File: src/rtl/y_row_writer.sv
// y_row_writer
// ------------
// Write side of the Y row store. A row of two 256-bit lines is accepted with its
// row number. The row's base line address is found through the pointer table in
// Y SRAM, and the two lines are then written to base and base+1. Row number
// 16'hFFFF selects streaming mode, which skips the lookup and writes at an
// internal pointer that advances by two lines per completed row.
//
// Optional feature macro: YRW_READBACK_CHECK_EN
//   When defined, each row is read back after it is written and compared.
//   Any mismatch sets the sticky err flag. When undefined, err stays 0.
//
// Ports:
//   clock, reset      single clock, synchronous active-high reset
//   yRW_enable        block enable; low aborts the current row
//   yRW_inValid/Ready row handshake; yRW_rowNum / yRW_rowData carry the row
//   yRW_memAddr       SRAM line address
//   yRW_memRdEn       read strobe; yRW_memRdData is valid the next cycle
//   yRW_memWrEn       write strobe with yRW_memWrData
//   yRW_done          one-cycle pulse when a row is complete
//   yRW_err           sticky readback mismatch flag
module y_row_writer #(
    parameter int ADDR_W      = 11,
    parameter int LINE_W      = 256,
    parameter int STREAM_BASE = 64
) (
    input  logic                clock,
    input  logic                reset,
    input  logic                yRW_enable,
    input  logic                yRW_inValid,
    output logic                yRW_inReady,
    input  logic [15:0]         yRW_rowNum,
    input  logic [2*LINE_W-1:0] yRW_rowData,
    output logic [ADDR_W-1:0]   yRW_memAddr,
    output logic                yRW_memRdEn,
    input  logic [LINE_W-1:0]   yRW_memRdData,
    output logic                yRW_memWrEn,
    output logic [LINE_W-1:0]   yRW_memWrData,
    output logic                yRW_done,
    output logic                yRW_err
);

    typedef enum logic [2:0] {
        IDLE,
        PTR_RD,
        PTR_WAIT,
        WR_LO,
        WR_HI,
        RB_LO,
        RB_HI,
        RB_CMP
    } state_t;

    state_t                state;
    logic [3:0]            row_idx;
    logic [2*LINE_W-1:0]   row_data;
    logic [ADDR_W-1:0]     base_addr;
    logic [ADDR_W-1:0]     stream_ptr;
    logic                  is_stream;
    logic                  stream_req;
    logic [ADDR_W-1:0]     ptr_base;

    assign stream_req = (yRW_rowNum == 16'hFFFF);

    // Each pointer line holds 16 entries of 16 bits; only the low ADDR_W bits
    // of the selected entry form the base address.
    assign ptr_base = yRW_memRdData[{row_idx, 4'b0000} +: ADDR_W];

    // Single sequencer: every output is a register updated here. Enable low
    // forces IDLE and silences strobes without touching the stream pointer.
    always_ff @(posedge clock) begin
        if (reset) begin
            state         <= IDLE;
            yRW_inReady   <= 1'b0;
            yRW_memAddr   <= '1;
            yRW_memRdEn   <= 1'b0;
            yRW_memWrEn   <= 1'b0;
            yRW_memWrData <= '0;
            yRW_done      <= 1'b0;
            yRW_err       <= 1'b0;
            stream_ptr    <= ADDR_W'(STREAM_BASE);
            row_idx       <= '0;
            row_data      <= '0;
            base_addr     <= '0;
            is_stream     <= 1'b0;
        end else if (!yRW_enable) begin
            state       <= IDLE;
            yRW_inReady <= 1'b0;
            yRW_memRdEn <= 1'b0;
            yRW_memWrEn <= 1'b0;
            yRW_done    <= 1'b0;
        end else begin
            case (state)
                IDLE: begin
                    yRW_memRdEn <= 1'b0;
                    yRW_memWrEn <= 1'b0;
                    yRW_done    <= 1'b0;
                    if (yRW_inValid && yRW_inReady) begin
                        yRW_inReady <= 1'b0;
                        row_idx     <= yRW_rowNum[3:0];
                        row_data    <= yRW_rowData;
                        is_stream   <= stream_req;
                        if (stream_req) begin
                            base_addr     <= stream_ptr;
                            yRW_memWrEn   <= 1'b1;
                            yRW_memAddr   <= stream_ptr;
                            yRW_memWrData <= yRW_rowData[LINE_W-1:0];
                            state         <= WR_LO;
                        end else begin
                            yRW_memRdEn <= 1'b1;
                            yRW_memAddr <= yRW_rowNum[ADDR_W+3:4];
                            state       <= PTR_RD;
                        end
                    end else begin
                        yRW_inReady <= 1'b1;
                    end
                end
                PTR_RD: begin
                    yRW_memRdEn <= 1'b0;
                    state       <= PTR_WAIT;
                end
                PTR_WAIT: begin
                    base_addr     <= ptr_base;
                    yRW_memWrEn   <= 1'b1;
                    yRW_memAddr   <= ptr_base;
                    yRW_memWrData <= row_data[LINE_W-1:0];
                    state         <= WR_LO;
                end
                WR_LO: begin
                    yRW_memAddr   <= base_addr + ADDR_W'(1);
                    yRW_memWrData <= row_data[2*LINE_W-1:LINE_W];
`ifdef YRW_READBACK_CHECK_EN
                    yRW_done      <= 1'b0;
`else
                    yRW_done      <= 1'b1;
`endif
                    state         <= WR_HI;
                end
                WR_HI: begin
                    yRW_memWrEn <= 1'b0;
                    yRW_done    <= 1'b0;
                    if (is_stream) begin
                        stream_ptr <= stream_ptr + ADDR_W'(2);
                    end
`ifdef YRW_READBACK_CHECK_EN
                    yRW_memRdEn <= 1'b1;
                    yRW_memAddr <= base_addr;
                    state       <= RB_LO;
`else
                    yRW_inReady <= 1'b1;
                    state       <= IDLE;
`endif
                end
`ifdef YRW_READBACK_CHECK_EN
                RB_LO: begin
                    yRW_memAddr <= base_addr + ADDR_W'(1);
                    state       <= RB_HI;
                end
                // Low line read in RB_LO is on the read bus now.
                RB_HI: begin
                    yRW_memRdEn <= 1'b0;
                    yRW_done    <= 1'b1;
                    if (yRW_memRdData != row_data[LINE_W-1:0]) begin
                        yRW_err <= 1'b1;
                    end
                    state <= RB_CMP;
                end
                RB_CMP: begin
                    yRW_done    <= 1'b0;
                    yRW_inReady <= 1'b1;
                    if (yRW_memRdData != row_data[2*LINE_W-1:LINE_W]) begin
                        yRW_err <= 1'b1;
                    end
                    state <= IDLE;
                end
`endif
                default: begin
                    yRW_memRdEn <= 1'b0;
                    yRW_memWrEn <= 1'b0;
                    yRW_done    <= 1'b0;
                    state       <= IDLE;
                end
            endcase
        end
    end

endmodule

File: config.mk
export PLATFORM = sky130hd
export DESIGN_NAME = y_row_writer
export DESIGN_NICKNAME = d
export VERILOG_FILES = /design/src/rtl/y_row_writer.sv
export SDC_FILE = /design/constraint.sdc
export NUM_CORES = 2
export LEC_CHECK = 0
export ABC_AREA = 1
export CORE_AREA = 3 3 415 417
export DETAILED_ROUTE_END_ITERATION = 12
export DIE_AREA = 0 0 418 420
export GPL_TIMING_DRIVEN = 0
export PLACE_DENSITY = 0.46
export SYNTH_ARGS = -nofsm -noshare
export SYNTH_HDL_FRONTEND = slang
export SYNTH_SLANG_ARGS = --single-unit
File: constraint.sdc
create_clock -name clock -period 2.3 [get_ports clock]
set_input_delay 0.46 -clock clock [delete_from_list [all_inputs] [get_ports clock]]
set_output_delay 0.46 -clock clock [all_outputs]
set_load 0.005 [all_outputs]
==> metrics.txt <==
Primary FF master, synth=dfxtp_1; worst r2r src=row_idx[1]; clock share of power=0.463; Syn Inst Count=~5,000; fin util=0.303; CTS Hold Bufs=0; R2R setup slack=0.08 ns; CTS Root Cell=clkbuf_16; CTS max path bufs=3; routed length per instance=23.2 um; M3 GR Usage=0.0375; Initial DRT Pass Iterations=6; Seq pwr share=0.439; class of the worst hold path=input port to register; Vias=between 30,000 and 40,000; GRT busiest layer=met2; Arr. time, crit path=2.86 ns; Peak Freq=442 MHz; Initial DRC Count=about 2,800; Post-layout nets=7,012; clk_lat worst skew=approximately 0.7 ns; CTS H-Tree Depth=3; dpl hpwl=159,000 um; Die H=420 um; largest net degree at the start of global routing=16; RSZ-0062 raised after global routing=yes; Post-Syn Area per Cell=6.74 um2; met2 usage=0.386; Critical Path Source=yRW_rowNum[15]; # IOs=1,060; routability cong.=0.919; met1 usage=0.250; startpoint types=input port; sequential-to-total area share from yosys stat=0.469; layout cells sized above 1=0.0736; DRC viols=0; outcome=complete, no violations; vias in the first global route=between 30,000 and 40,000; Core Box Area=0.169 mm2; crit-path max FO=10; Synth Net Count=5,928; Detail Route Antenna Nets=0; # fillers=between 15,000 and 20,000; Post-synth EDFFs=0; post-synth top area cell=dfxtp_1; Slew HR=0.503; Synth top area share=0.469; Starting Density=0.205; clk slew on worst S/H paths=0.06 ns; Max Clock Skew=0.0456 ns; final WL=199,000 um; Max-Cap Viols=0; initial antenna violation count=between 90 and 100; Layout Area Growth over Synthesis=47.8%; combinational share of power=0.098; crit end category=register; Fin Hold WS=0.321 ns; Sw Ratio=0.254; final hold viol count=0; CTS tree=yes; Reg2Reg Depth=11; Sink Count=812; GRT Util Overall=0.216; reg-to-reg endpoint=yRW_memAddr[10]; Die Width=418 um; Leak=20.8 nW; crit path to=yRW_memWrData[123]; Post-DP Area=0.0472 mm2; row cnt=151; Psw=8.42 mW; Seq cells post-synth=812; worst path required time=just under 3 ns; fin crit share=0.984; Int Power=about 25 mW; measured slew at the worst slew-check pin=between 0.7 and 0.8 ns; CTS Buf Count=99; die area=0.176 mm2; distinct cell type count after synthesis=34; global route total overflow=0; Final Slew Violations=0; final instance area=0.0512 mm2; critical path type=input port to register; yosys warns=0; PortBufs=978; peak supply drop=between 0.0005 and 0.0006 V; Via-to-Cell Ratio=4.52; Period minus WS final=~2.3 ns; Overall Power=around 33 mW; top post-synthesis cells by area=dfxtp_1, nor2_1, o21ai_0, nand2_1, nand3_1; first-pass GRT wire length=roughly 270,000 um; setup violators final=0; async set-reset flop share out of synthesis=0; pwr dens=around 650 mW/mm2; synthesized area=0.0346 mm2
==> cell usage after synthesis, drive strengths merged, types with 4 or more instances <==
cell and instances:
a21oi 217, buf 120, clkbuf 263, clkinv 4, dfxtp 812, inv 115
nand2 937, nand3 292, nand4 5, nor2 1470, nor3 7, o21ai 853
o22ai 21, or2 7, xor2 5
==> sequential cells by signal (all words and copies together) (netlist names) <==
register,cells
yRW_memAddr,11
row_idx,4
row_data,512
yRW_inReady,1
yRW_memWrData,256
yRW_memRdEn,1
yRW_memWrEn,1
stream_ptr,10
base_addr,11
is_stream,1
state,3
yRW_done,1
==> final cells by class <==
class / instances / area (um2) / share of cell area
Multi-Input combinational cell: 3824 / 16400 / 0.321
Sequential cell: 812 / 16300 / 0.318
Timing Repair Buffer: 983 / 9820 / 0.192
Clock buffer: 139 / 2800 / 0.0547
Tap cell: 2218 / 2780 / 0.0542
Buffer: 383 / 2180 / 0.0425
Inverter: 119 / 465 / 0.00909
Clock inverter: 32 / 333 / 0.00650
Antenna cell: 52 / 130 / 0.00254
==> routing by layer <==
metal / wire length (um) / share of wire / vias to the layer above
met1: 78600 / 0.40 / 18300
met5: 115 / 0.00058 / -
met2: 99900 / 0.50 / 1261
li1: - / - / 18800
met4: 9110 / 0.046 / 18
met3: 10900 / 0.055 / 325
==> worst min-delay path by stage <==
stage / start / end / slack, ns / cells past startpoint
after floorplan: row_data[255] / row_data[255] / 0.42 / 2
after global placement: row_data[255] / row_data[255] / 0.44 / 2
after detailed placement: row_data[255] / row_data[255] / 0.44 / 2
after CTS: yRW_rowData[207] / row_data[207] / 0.24 / 3
after global routing: yRW_rowData[207] / row_data[207] / 0.30 / 3
final: yRW_rowData[207] / row_data[207] / 0.32 / 3
==> worst max-delay path: stages <==
cell	delay, ns
clkdlybuf4s50_1	0.47
nand2_1	0.15
nor2_2	0.17
nand2_1	0.08
nor2_2	0.14
buf_6	0.18
inv_1	0.12
nand2_2	0.13
nand2_8	0.16
buf_8	0.23
clkbuf_4	0.25
o21ai_4	0.21
nor2_1	0.06
==> kinds of logic (layout without fill, tap and decap cells) <==
family	Yosys count	after routing	share of synthesized area
other	1	53	0.000108
AND/OR/NAND/NOR	2721	2721	0.308
AO/OA/AOI/OAI	1095	1095	0.159
XOR/XNOR	5	5	0.00126
adder cells (fa/ha/maj)	2	2	0.000722
buffers and inverters	502	1656	0.0613
flip-flops	812	812	0.469
==> power groups by stage <==
stage / clock [mW] / combinational, mW / sequential (mW)
2_1_floorplan: 0 / 1.10 / 14.8
3_3_place_gp: 0 / 3.18 / 14.9
3_5_place_dp: 0 / 3.18 / 14.9
4_1_cts: 15.7 / 3.23 / 14.6
5_1_grt: 16.3 / 3.53 / 14.6
6_report: 15.3 / 3.24 / 14.6
==> cell usage in the layout, fill, tap and decap left out, drive strengths merged <==
cell type / synthesis / routed
a21oi: 217 / 217
dfxtp: 812 / 812
clkdlybuf4s15: 0 / 1
ha: 2 / 2
nor3b: 1 / 1
dlygate4sd2: 0 / 15
bufinv: 0 / 2
buf: 120 / 131
diode: 0 / 52
a31oi: 2 / 2
conb: 1 / 1
or2: 7 / 7
o21a: 1 / 1
clkinvlp: 0 / 2
clkinv: 4 / 29
nand4: 5 / 5
nor2: 1470 / 1470
xor2: 5 / 5
clkdlybuf4s50: 0 / 962
o22ai: 21 / 21
o21ai: 853 / 853
nand3: 292 / 292
nor4: 1 / 1
nand3b: 1 / 1
inv: 115 / 118
nand2: 937 / 937
o211ai: 1 / 1
clkbuf: 263 / 396
nor3: 7 / 7
==> what timing repair did <==
action                                  4_1_cts  5_1_grt
gates cloned                                  0        0
resized for setup                           202      239
buffers inserted                              4        1
pin swaps                                     2        1
endpoints found under the setup margin      805      747
==> metrics by stage <==
step | setup TNS (ns) | setup slack [ns] | std cells
floorplan | 0 | 0.507 | 5138
global placement | -1355.87 | -2.43 | 8334
detailed placement | -1358.68 | -2.42 | 8334
CTS | -0.00213 | -0.00213 | 8509
global route | -0.0107 | -0.00576 | 8546
finish | 0 | 0.0362 | 8562
Power figures use the tool's default switching activity.
